[src/rtl/rgb_to_yuv_encoder_pkg.sv]
// Shared types and constants for the RGB to YUV 4:2:2 encoder.
// Latency: n/a (definitions only).
// Backpressure: n/a.
package rgb_to_yuv_encoder_pkg;

    typedef enum logic [3:0] {
        S_ENC_IDLE,
        S_ENC_RD0,
        S_ENC_RD1,
        S_ENC_RD2,
        S_ENC_CAP1,
        S_ENC_CAP2,
        S_ENC_CY0,
        S_ENC_CU0,
        S_ENC_CV0,
        S_ENC_CY1,
        S_ENC_CU1,
        S_ENC_CV1,
        S_ENC_WR_Y,
        S_ENC_WR_U,
        S_ENC_WR_V
    } enc_state_t;

    localparam logic [17:0] Y_BASE   = 18'd0;
    localparam logic [17:0] U_BASE   = 18'd38400;
    localparam logic [17:0] V_BASE   = 18'd57600;
    localparam logic [17:0] RGB_BASE = 18'd146944;

    typedef struct packed {
        logic signed [17:0] c1;
        logic signed [17:0] c2;
        logic signed [17:0] c3;
        logic        [7:0]  offset;
    } coef_t;

    // BT.601 in Q16, applied to R, G, B in that order
    localparam coef_t COEF_Y = '{c1: 18'sd16843,  c2: 18'sd33030,  c3: 18'sd6423,  offset: 8'd16};
    localparam coef_t COEF_U = '{c1: -18'sd9699,  c2: -18'sd19071, c3: 18'sd28770, offset: 8'd128};
    localparam coef_t COEF_V = '{c1: 18'sd28770,  c2: -18'sd24117, c3: -18'sd4653, offset: 8'd128};

endpackage

[src/rtl/rgb_to_yuv_encoder_if.sv]
// Single-port SRAM bus shared with the top-level arbiter.
// Latency: read data valid two edges after the address is registered.
// Backpressure: none; the owner of the port drives it every cycle.
interface rgb_to_yuv_encoder_if;
    logic [17:0] SRAM_address;
    logic [15:0] SRAM_read_data;
    logic [15:0] SRAM_write_data;
    logic        SRAM_we_n;

    modport master (output SRAM_address, output SRAM_write_data, output SRAM_we_n,
                    input  SRAM_read_data);
    modport slave  (input  SRAM_address, input  SRAM_write_data, input  SRAM_we_n,
                    output SRAM_read_data);
endinterface

[src/rtl/rgb_to_yuv_encoder_component.sv]
// One YUV component from an RGB pixel: rounded Q16 dot product, offset, clamp.
// Latency: combinational.
// Backpressure: none.
module rgb_to_yuv_encoder_component
    import rgb_to_yuv_encoder_pkg::*;
(
    input  logic [7:0] r,
    input  logic [7:0] g,
    input  logic [7:0] b,
    input  coef_t      coef,
    output logic [7:0] result
);

    logic signed [31:0] c1_ext, c2_ext, c3_ext;
    logic signed [31:0] r_ext, g_ext, b_ext;
    logic signed [31:0] sum, scaled, biased;

    always_comb begin
        c1_ext = 32'($signed(coef.c1));
        c2_ext = 32'($signed(coef.c2));
        c3_ext = 32'($signed(coef.c3));
        r_ext  = {24'd0, r};
        g_ext  = {24'd0, g};
        b_ext  = {24'd0, b};
        sum    = c1_ext * r_ext + c2_ext * g_ext + c3_ext * b_ext + 32'sd32768;
        // arithmetic shift floors negative chroma terms
        scaled = sum >>> 16;
        biased = scaled + $signed({24'd0, coef.offset});
        if (biased < 32'sd0) begin
            result = 8'd0;
        end else if (biased > 32'sd255) begin
            result = 8'd255;
        end else begin
            result = biased[7:0];
        end
    end

endmodule

[src/rtl/rgb_to_yuv_encoder.sv]
// RGB image to packed YUV 4:2:2 over the shared SRAM; RGB2YUV_AVG_EN selects averaged U/V, else even-pixel sampling.
// Latency: 12 cycles per even pair, 14 per odd pair; Done pulses after the last V write.
// Backpressure: none; owns the SRAM port for the whole image, Enable ignored while busy.
module rgb_to_yuv_encoder
    import rgb_to_yuv_encoder_pkg::*;
#(
    parameter logic [16:0] NUM_PAIRS = 17'd38400
)(
    input  logic                        Clock,
    input  logic                        Resetn,
    input  logic                        Enable,
    output logic                        Done,
    rgb_to_yuv_encoder_if.master        sram
);

    localparam logic [16:0] LAST_P = NUM_PAIRS - 17'd1;

    enc_state_t  state, state_nxt;
    logic [16:0] p;
    logic [17:0] rgb_ptr;
    logic [17:0] addr_nxt;
    logic [15:0] wdata_nxt;
    logic        we_n_nxt, done_nxt;
    logic        start, advance, pair_done, use_pix1;
    coef_t       coef;

    logic [7:0] r0, g0, b0, r1, g1, b1;
    logic [7:0] y0, y1, u0, v0, u_hi, v_hi;
    logic [7:0] r_sel, g_sel, b_sel, comp;
    logic [7:0] u_out, v_out;

    assign r_sel = use_pix1 ? r1 : r0;
    assign g_sel = use_pix1 ? g1 : g0;
    assign b_sel = use_pix1 ? b1 : b0;

    rgb_to_yuv_encoder_component u_comp (
        .r      (r_sel),
        .g      (g_sel),
        .b      (b_sel),
        .coef   (coef),
        .result (comp)
    );

`ifdef RGB2YUV_AVG_EN
    logic [7:0] u1, v1;
    assign u_out = 8'(({1'b0, u0} + {1'b0, u1} + 9'd1) >> 1);
    assign v_out = 8'(({1'b0, v0} + {1'b0, v1} + 9'd1) >> 1);
`else
    assign u_out = u0;
    assign v_out = v0;
`endif

    always_comb begin
        state_nxt = state;
        addr_nxt  = sram.SRAM_address;
        wdata_nxt = sram.SRAM_write_data;
        we_n_nxt  = 1'b1;
        done_nxt  = 1'b0;
        start     = 1'b0;
        advance   = 1'b0;
        pair_done = 1'b0;
        use_pix1  = 1'b0;
        coef      = COEF_Y;
        case (state)
            // Done's own cycle must not retrigger a new image
            S_ENC_IDLE: if (Enable && !Done) begin
                start     = 1'b1;
                addr_nxt  = RGB_BASE;
                state_nxt = S_ENC_RD0;
            end
            S_ENC_RD0: begin addr_nxt = rgb_ptr + 18'd1; state_nxt = S_ENC_RD1; end
            S_ENC_RD1: begin addr_nxt = rgb_ptr + 18'd2; state_nxt = S_ENC_RD2; end
            S_ENC_RD2:  state_nxt = S_ENC_CAP1;
            S_ENC_CAP1: state_nxt = S_ENC_CAP2;
            S_ENC_CAP2: state_nxt = S_ENC_CY0;
            S_ENC_CY0:  begin coef = COEF_Y; state_nxt = S_ENC_CU0; end
            S_ENC_CU0:  begin coef = COEF_U; state_nxt = S_ENC_CV0; end
            S_ENC_CV0:  begin coef = COEF_V; state_nxt = S_ENC_CY1; end
            S_ENC_CY1:  begin coef = COEF_Y; use_pix1 = 1'b1; state_nxt = S_ENC_CU1; end
            S_ENC_CU1:  begin coef = COEF_U; use_pix1 = 1'b1; state_nxt = S_ENC_CV1; end
            S_ENC_CV1: begin
                coef      = COEF_V;
                use_pix1  = 1'b1;
                addr_nxt  = Y_BASE + 18'(p);
                wdata_nxt = {y0, y1};
                we_n_nxt  = 1'b0;
                state_nxt = S_ENC_WR_Y;
            end
            S_ENC_WR_Y: if (p[0]) begin
                addr_nxt  = U_BASE + 18'(p >> 1);
                wdata_nxt = {u_hi, u_out};
                we_n_nxt  = 1'b0;
                state_nxt = S_ENC_WR_U;
            end else begin
                pair_done = 1'b1;
            end
            S_ENC_WR_U: begin
                addr_nxt  = V_BASE + 18'(p >> 1);
                wdata_nxt = {v_hi, v_out};
                we_n_nxt  = 1'b0;
                state_nxt = S_ENC_WR_V;
            end
            S_ENC_WR_V: pair_done = 1'b1;
            default:    state_nxt = S_ENC_IDLE;
        endcase

        if (pair_done) begin
            if (p == LAST_P) begin
                done_nxt  = 1'b1;
                state_nxt = S_ENC_IDLE;
            end else begin
                advance   = 1'b1;
                addr_nxt  = rgb_ptr + 18'd3;
                state_nxt = S_ENC_RD0;
            end
        end
    end

    always_ff @(posedge Clock or negedge Resetn) begin
        if (!Resetn) begin
            state                <= S_ENC_IDLE;
            p                    <= '0;
            rgb_ptr              <= '0;
            sram.SRAM_address    <= '0;
            sram.SRAM_write_data <= '0;
            sram.SRAM_we_n       <= 1'b1;
            Done                 <= 1'b0;
            {r0, g0, b0, r1, g1, b1} <= '0;
            {y0, y1, u0, v0, u_hi, v_hi} <= '0;
`ifdef RGB2YUV_AVG_EN
            {u1, v1} <= '0;
`endif
        end else begin
            state                <= state_nxt;
            sram.SRAM_address    <= addr_nxt;
            sram.SRAM_write_data <= wdata_nxt;
            sram.SRAM_we_n       <= we_n_nxt;
            Done                 <= done_nxt;
            if (start) begin
                p       <= '0;
                rgb_ptr <= RGB_BASE;
            end else if (advance) begin
                p       <= p + 17'd1;
                rgb_ptr <= rgb_ptr + 18'd3;
            end
            case (state)
                S_ENC_RD2:  {r0, g0} <= sram.SRAM_read_data;
                S_ENC_CAP1: {b0, r1} <= sram.SRAM_read_data;
                S_ENC_CAP2: {g1, b1} <= sram.SRAM_read_data;
                S_ENC_CY0:  y0 <= comp;
                S_ENC_CU0:  u0 <= comp;
                S_ENC_CV0:  v0 <= comp;
                S_ENC_CY1:  y1 <= comp;
`ifdef RGB2YUV_AVG_EN
                S_ENC_CU1:  u1 <= comp;
                S_ENC_CV1:  v1 <= comp;
`endif
                S_ENC_WR_Y: if (!p[0]) begin
                    u_hi <= u_out;
                    v_hi <= v_out;
                end
                default: ;
            endcase
        end
    end

endmodule

[src/flat_wrapper.sv]
// flat-port wrapper written by rule: the top's interface ports become plain ports
module rgb_to_yuv_encoder_flat import rgb_to_yuv_encoder_pkg::*;
#(
    parameter logic [16:0] NUM_PAIRS = 17'd38400
)
  (Clock, Resetn, Enable, Done, sram_SRAM_address, sram_SRAM_write_data, sram_SRAM_we_n, sram_SRAM_read_data);
  rgb_to_yuv_encoder_if sram_i ();
  input  logic Clock;
  input  logic Resetn;
  input  logic Enable;
  output logic Done;
  output wire logic [$bits(sram_i.SRAM_address)-1:0] sram_SRAM_address;
  output wire logic [$bits(sram_i.SRAM_write_data)-1:0] sram_SRAM_write_data;
  output wire logic [$bits(sram_i.SRAM_we_n)-1:0] sram_SRAM_we_n;
  input wire logic [$bits(sram_i.SRAM_read_data)-1:0] sram_SRAM_read_data;
  assign sram_SRAM_address = sram_i.SRAM_address;
  assign sram_SRAM_write_data = sram_i.SRAM_write_data;
  assign sram_SRAM_we_n = sram_i.SRAM_we_n;
  assign sram_i.SRAM_read_data = sram_SRAM_read_data;
  rgb_to_yuv_encoder #(.NUM_PAIRS(NUM_PAIRS)) u_core (.Clock(Clock), .Resetn(Resetn), .Enable(Enable), .Done(Done), .sram(sram_i));
endmodule
[config.mk]
export PLATFORM = sky130hd
export DESIGN_NAME = rgb_to_yuv_encoder_flat
export DESIGN_NICKNAME = d
export VERILOG_FILES = /design/src/rtl/rgb_to_yuv_encoder_pkg.sv /design/src/rtl/rgb_to_yuv_encoder_if.sv /design/src/rtl/rgb_to_yuv_encoder_component.sv /design/src/rtl/rgb_to_yuv_encoder.sv /design/src/flat_wrapper.sv
export SDC_FILE = /design/constraint.sdc
export NUM_CORES = 1
export LEC_CHECK = 0
export ABC_AREA = 0
export CAP_MARGIN = 20
export CORE_MARGIN = 5
export CORE_UTILIZATION = 45
export CTS_CLUSTER_SIZE = 30
export DETAILED_ROUTE_END_ITERATION = 8
export PLACE_DENSITY = 0.72
export SETUP_SLACK_MARGIN = 0.05
export SLEW_MARGIN = 20
export SYNTH_ARGS = -nofsm -noshare
export SYNTH_HDL_FRONTEND = slang
export SYNTH_HIERARCHICAL = 1
export SYNTH_SLANG_ARGS = --single-unit
[constraint.sdc]
create_clock -name Clock -period 26.2 [get_ports Clock]
set_clock_uncertainty 0.05 [all_clocks]
set_input_delay 2.62 -clock Clock [delete_from_list [all_inputs] [get_ports Clock]]
set_output_delay 2.62 -clock Clock [all_outputs]
set_load 0.01 [all_outputs]
==> results.cfg, run 1 <==
[grt]
antenna_found_initial = 0
grt_first_pass_wirelength_microns = 104000
overflow = 0
track_usage = 0.203
grt_max_degree = 95
grt_pass1_vias = 19400

[clock_tree]
clk_pin_slew_ps = 70
clkLatencyLatePin_ps = 450
cts.sinks = 171
postCtsResizedCells = 0
holdBufCountCts = 0
cts_max_level = 4
root_buffer = clkbuf_16
post_cts_buffers = 0
cts_tree = yes
cts_buffer_depth = 2
cts_buffers = 17

[timing]
max_slew_margin = 0.284
period_needed_ps = 10990
finalSetupTns_ps = 0
fin_crit_sh = 0.420
setup_viol = 0
hold_viol_final = 0
layout_setup_ws_ps = 15210
finalMaxSlewViolations = 0
rsz0062_at_grt = false
fmax_mhz = 91.0
tightest_slew_ps = 1070

[synthesis]
ys_types = 92
synthTopCellsByCount = 587 x inv_1, 449 x fa_1, 261 x and2_1, 261 x nand2_1, 170 x dfrtp_1
synth_edf_count = 0
synthFlopType = dfrtp_1
seq_area_frac_synth = 0.164
ys_ff_latch = 171
yosysTopAreaCell = fa_1
async_reset_ff_frac = 1.00
synth_top_area_share = 0.345
synthTopCellsByArea = fa_1 35%, dfrtp_1 16%, inv_1 8.5%
yosysWarningCount = 6
synth.avg_cell_area_sq_um = 9.56
syn_inst = 2726
synth_most_common_cell = inv_1
syn_area_sq_um = 26000

[detailed_routing]
vias_per_cell = 5.17
wl_microns = 61600
drtPass1Iterations = 8
drc = 0
drt-wirelength-per-cell_microns = 17.2
ant_nets = 0
vias = 18500
drt-initial-drc-count = 1002

[critical_path]
cp.required_ps = 26530
crit_fanout = 45
critPathArrivalTime_ps = 11330
criticalPathCategory = flip-flop to flip-flop
cp_common_cell = fa_1
max_stage_delay_ps = 1000
crit_path_start_kind = flip-flop
cp_slowest_cell = dfrtp_2
crit_path_end_kind = flip-flop

[final_layout]
postLayoutCellArea_sq_um = 28200
antenna_cells = 0
drive_above_1_share = 0.0735
syn2layout_area_growth_pct = 8.34
nets = 3441

[floorplanning]
rows = 88
core-area_sq_um = 57500
die_w_microns = 251
initial_core_util = 0.453
die_h_microns = 251
io_pins = 55
dieArea_sq_um = 62800

[placement]
post-dp-hpwl_microns = 47900
post-place-ws_ps = 15390
dpl_cell_area_sq_um = 27600
routabilityCongestion = 0.959
portBuffers = 54

[job]
cap_violations = 0

[min_path]
hold_class = flip-flop to flip-flop

[status]
status = finished clean
[worst max-delay path: cells and delay by family (launching register included)]
kind | cells | cell delay [ps]
AND/OR/NAND/NOR | 5 | 960
adder cells (fa/ha/maj) | 9 | 4260
buffers and inverters | 5 | 550
XOR/XNOR | 1 | 140
AO/OA/AOI/OAI | 10 | 3000
multiplexers | 3 | 950
flip-flops | 1 | 1000
[logic make-up after synthesis]
family	after synthesis	share of synthesized area
DFF	171	0.164
AOI/OAI and AO/OA	288	0.0773
and+or+nand+nor	775	0.155
xor gates and xnor gates	42	0.0141
muxes	146	0.0620
adders and majority gates	617	0.426
buffers and inverters	685	0.101
other	2	0.000288
[per-stage QoR]
| step | utilization | hold slack, ps | cells |
|---|---|---|---|
| after floorplan | - | 425 | 2814 |
| after global placement | 0.480 | 419 | 3551 |
| after detailed placement | 0.480 | 424 | 3551 |
| after CTS | 0.491 | 443 | 3583 |
| after global routing | 0.491 | 465 | 3583 |
| final | 0.491 | 440 | 3583 |
[layout make-up]
class | count | area [sq um]
Inverter | 587 | 2200
Multi-Input combinational cell | 1958 | 19500
Timing Repair Buffer | 70 | 662
Sequential cell | 171 | 4280
Clock buffer | 17 | 425
Clock inverter | 15 | 221
Fill cell | 5348 | 29300
Tap cell | 765 | 957
[registers in the layout, indices dropped and copies added, names as in the netlist, 16 cells and up]
name and flops:
u_core/p 17, u_core/rgb_ptr 18, u_core/sram.SRAM_address 18, u_core/sram.SRAM_write_data 16
[final timing paths]
| check | slack, ps | cells past startpoint | to | from |
|---|---|---|---|---|
| setup / recovery | 15210 | 33 | u_core/v0[4] | u_core/state[0] |
| hold / removal | 440 | 2 | u_core/sram.SRAM_write_data[15] | u_core/sram.SRAM_write_data[15] |
| setup reg to reg | 15210 | 33 | u_core/v0[4] | u_core/state[0] |
| hold reg to reg | 440 | 2 | u_core/sram.SRAM_write_data[15] | u_core/sram.SRAM_write_data[15] |
| max in group asynchronous | 22370 | 2 | u_core/r0[2] | Resetn |
| min in group asynchronous | 2200 | 1 | u_core/sram.SRAM_address[3] | Resetn |
[layer usage]
layer  wire length (microns)  global-route usage  up-vias  share of wire
met2                   30300               0.343      456           0.49
met1                   26300               0.269     9331           0.43
met3                    3110              0.0298      111          0.050
met4                    1950              0.0678        0          0.032
met5                       0                   0        -              0
li1                        -                   -     8618              -
[layout by cell type (no fill, tap or decap), drive strengths merged, types with 16 or more instances in the layout]
cell type,instances
inv,595
fa,449
nand2,262
and2,261
dfrtp,170
ha,168
mux2,122
conb,90
nor2,86
o21ai,64
a21oi,61
clkdlybuf4s50,53
nand3,32
nor3,29
xnor2,27
mux2i,24
or3,18
clkbuf,17
nand4,17
o211ai,17
buf,17
a211oi,16
Power of run 1 is not shown: default switching activity piles up to over one toggle a cycle in this logic, so the estimate is an artifact.
==> run 2: changes to the inputs <==
Settings changed: PLACE_DENSITY 0.72 to 0.74.
Clock period 26.2 ns to 9.7 ns, I/O delays scaled along.
==> run 2 against run 1 <==
Net effect:
- maximum frequency grew 19%
- non-clock buffer count grew 32
- worst hold slack got worse by 120 ps
- sequential share of layout area is 0.37 points lower
- via count up 1.7%
- worst setup slack lost 15000 ps
- critical path depth increased by 2
==> results.cfg, run 2 (synthesis gave the netlist of run 1 again) <==
[clock_tree]
root_buffer = clkbuf_16
holdBufCountCts = 0
cts_buffers = 17
clkLatencyLatePin_ps = 450
cts.sinks = 171
clk_pin_slew_ps = 90
cts_max_level = 4
cts_buffer_depth = 2
cts_tree = yes

[critical_path]
criticalPathCategory = flip-flop to flip-flop
cp.required_ps = 10050
max_stage_delay_ps = 560
cp_slowest_cell = fa_1
crit_path_end_kind = flip-flop
crit_fanout = 24
crit_path_start_kind = flip-flop
cp_common_cell = fa_1
critPathArrivalTime_ps = 9550

[status]
status = finished clean

[detailed_routing]
drt-initial-drc-count = 1314
drtPass1Iterations = 8
wl_microns = 59700
drt-wirelength-per-cell_microns = 16.5
vias_per_cell = 5.21
ant_nets = 0
vias = 18800
drc = 0

[timing]
fmax_mhz = 109
rsz0062_at_grt = false
tightest_slew_ps = 1090
setup_viol = 0
finalMaxSlewViolations = 0
hold_viol_final = 0
period_needed_ps = 9200
fin_crit_sh = 0.949
max_slew_margin = 0.266

[floorplanning]
core-area_sq_um = 57500
rows = 88
initial_core_util = 0.453
die_h_microns = 251
die_w_microns = 251
io_pins = 55
dieArea_sq_um = 62800

[final_layout]
mostFrequentLayoutCells = 584 x inv_1, 443 x fa_1, 257 x nand2_1, 255 x and2_1, 169 x dfrtp_1
final_common_cell = inv_1
syn2layout_area_growth_pct = 11.0
postLayoutCellArea_sq_um = 28900
largestRegisters = u_core/rgb_ptr x18, u_core/sram.SRAM_address x18, u_core/p x17
drive_above_1_share = 0.0968
nets = 3474

[job]
cap_violations = 0

[placement]
routabilityCongestion = 0.923
post-dp-hpwl_microns = 47700
portBuffers = 54
dpl_cell_area_sq_um = 28000

[min_path]
hold_class = primary input to async pin

[grt]
antenna_found_initial = 0
grt_max_degree = 109
grt_pass1_vias = 19700
overflow = 0
grt_first_pass_wirelength_microns = 103000
track_usage = 0.196
-- run 2: changes by cell type in the layout (fill, tap and decap cells not counted), moves of 7 or more --
cell / change
a211oi_1: -8
mux2_2: -32
a211oi_2: +7
mux2_4: +32
buf_4: +25
-- run 2: per-stage QoR --
step	hold WS, ps	instances	utilization	TNS, ps	worst slack [ps]
4_1_cts	451	3600	0.499	0	152
5_1_grt	327	3616	0.503	0	34.6
2_1_floorplan	425	2814	-	-4440	-149
3_3_place_gp	422	3568	0.488	0	345
6_report	320	3617	0.503	0	499
3_5_place_dp	425	3568	0.488	0	208
-- run 2: area by class of cell --
class	instances	area, sq um
Timing Repair Buffer	102	997
Inverter	587	2210
Multi-Input combinational cell	1959	19800
Clock inverter	15	216
Fill cell	5202	28600
Tap cell	765	957
Clock buffer	17	425
Sequential cell	171	4280
Antenna cell	1	2.50
-- run 2: path summary, 6_finish.rpt --
kind                                                         to  slack, ps                       startpoint  depth (start not counted)
worst max-delay path                               u_core/u0[5]        500                  u_core/state[2]                         35
worst min-delay path                          u_core/rgb_ptr[6]        320                           Resetn                          1
worst max register to register                     u_core/u0[5]        500                  u_core/state[2]                         35
worst min register to register  u_core/sram.SRAM_write_data[10]        450  u_core/sram.SRAM_write_data[10]                          2
max in group asynchronous                          u_core/g0[4]       7690                           Resetn                          3
min in group Clock              u_core/sram.SRAM_write_data[10]        450  u_core/sram.SRAM_write_data[10]                          2
-- run 2: critical path, delay by kind of cell (launching register included) --
family | cells | cell delay [ps]
xor gates and xnor gates | 1 | 160
AOI/OAI and AO/OA | 8 | 1700
DFF | 1 | 390
and+or+nand+nor | 9 | 1190
buffers and inverters | 5 | 690
adders and majority gates | 9 | 4140
muxes | 3 | 780
-- run 2: repair_timing --
| item | in CTS | in global routing |
|---|---|---|
| gates resized for setup | 0 | 12 |
| setup endpoints to repair | 0 | 32 |
| buffers inserted | 0 | 13 |
| hold endpoints to repair | 0 | 0 |
-- run 2: per-layer routing --
metal | global-route usage | wire [microns] | part of all wire | vias to the layer above
met5 | 0 | 0 | 0 | -
met4 | 0.0373 | 1110 | 0.018 | 0
met3 | 0.0273 | 3350 | 0.056 | 84
met2 | 0.321 | 28400 | 0.47 | 536
met1 | 0.283 | 26900 | 0.45 | 9526
li1 | - | - | - | 8688
Power of run 2 is left out for the same reason.
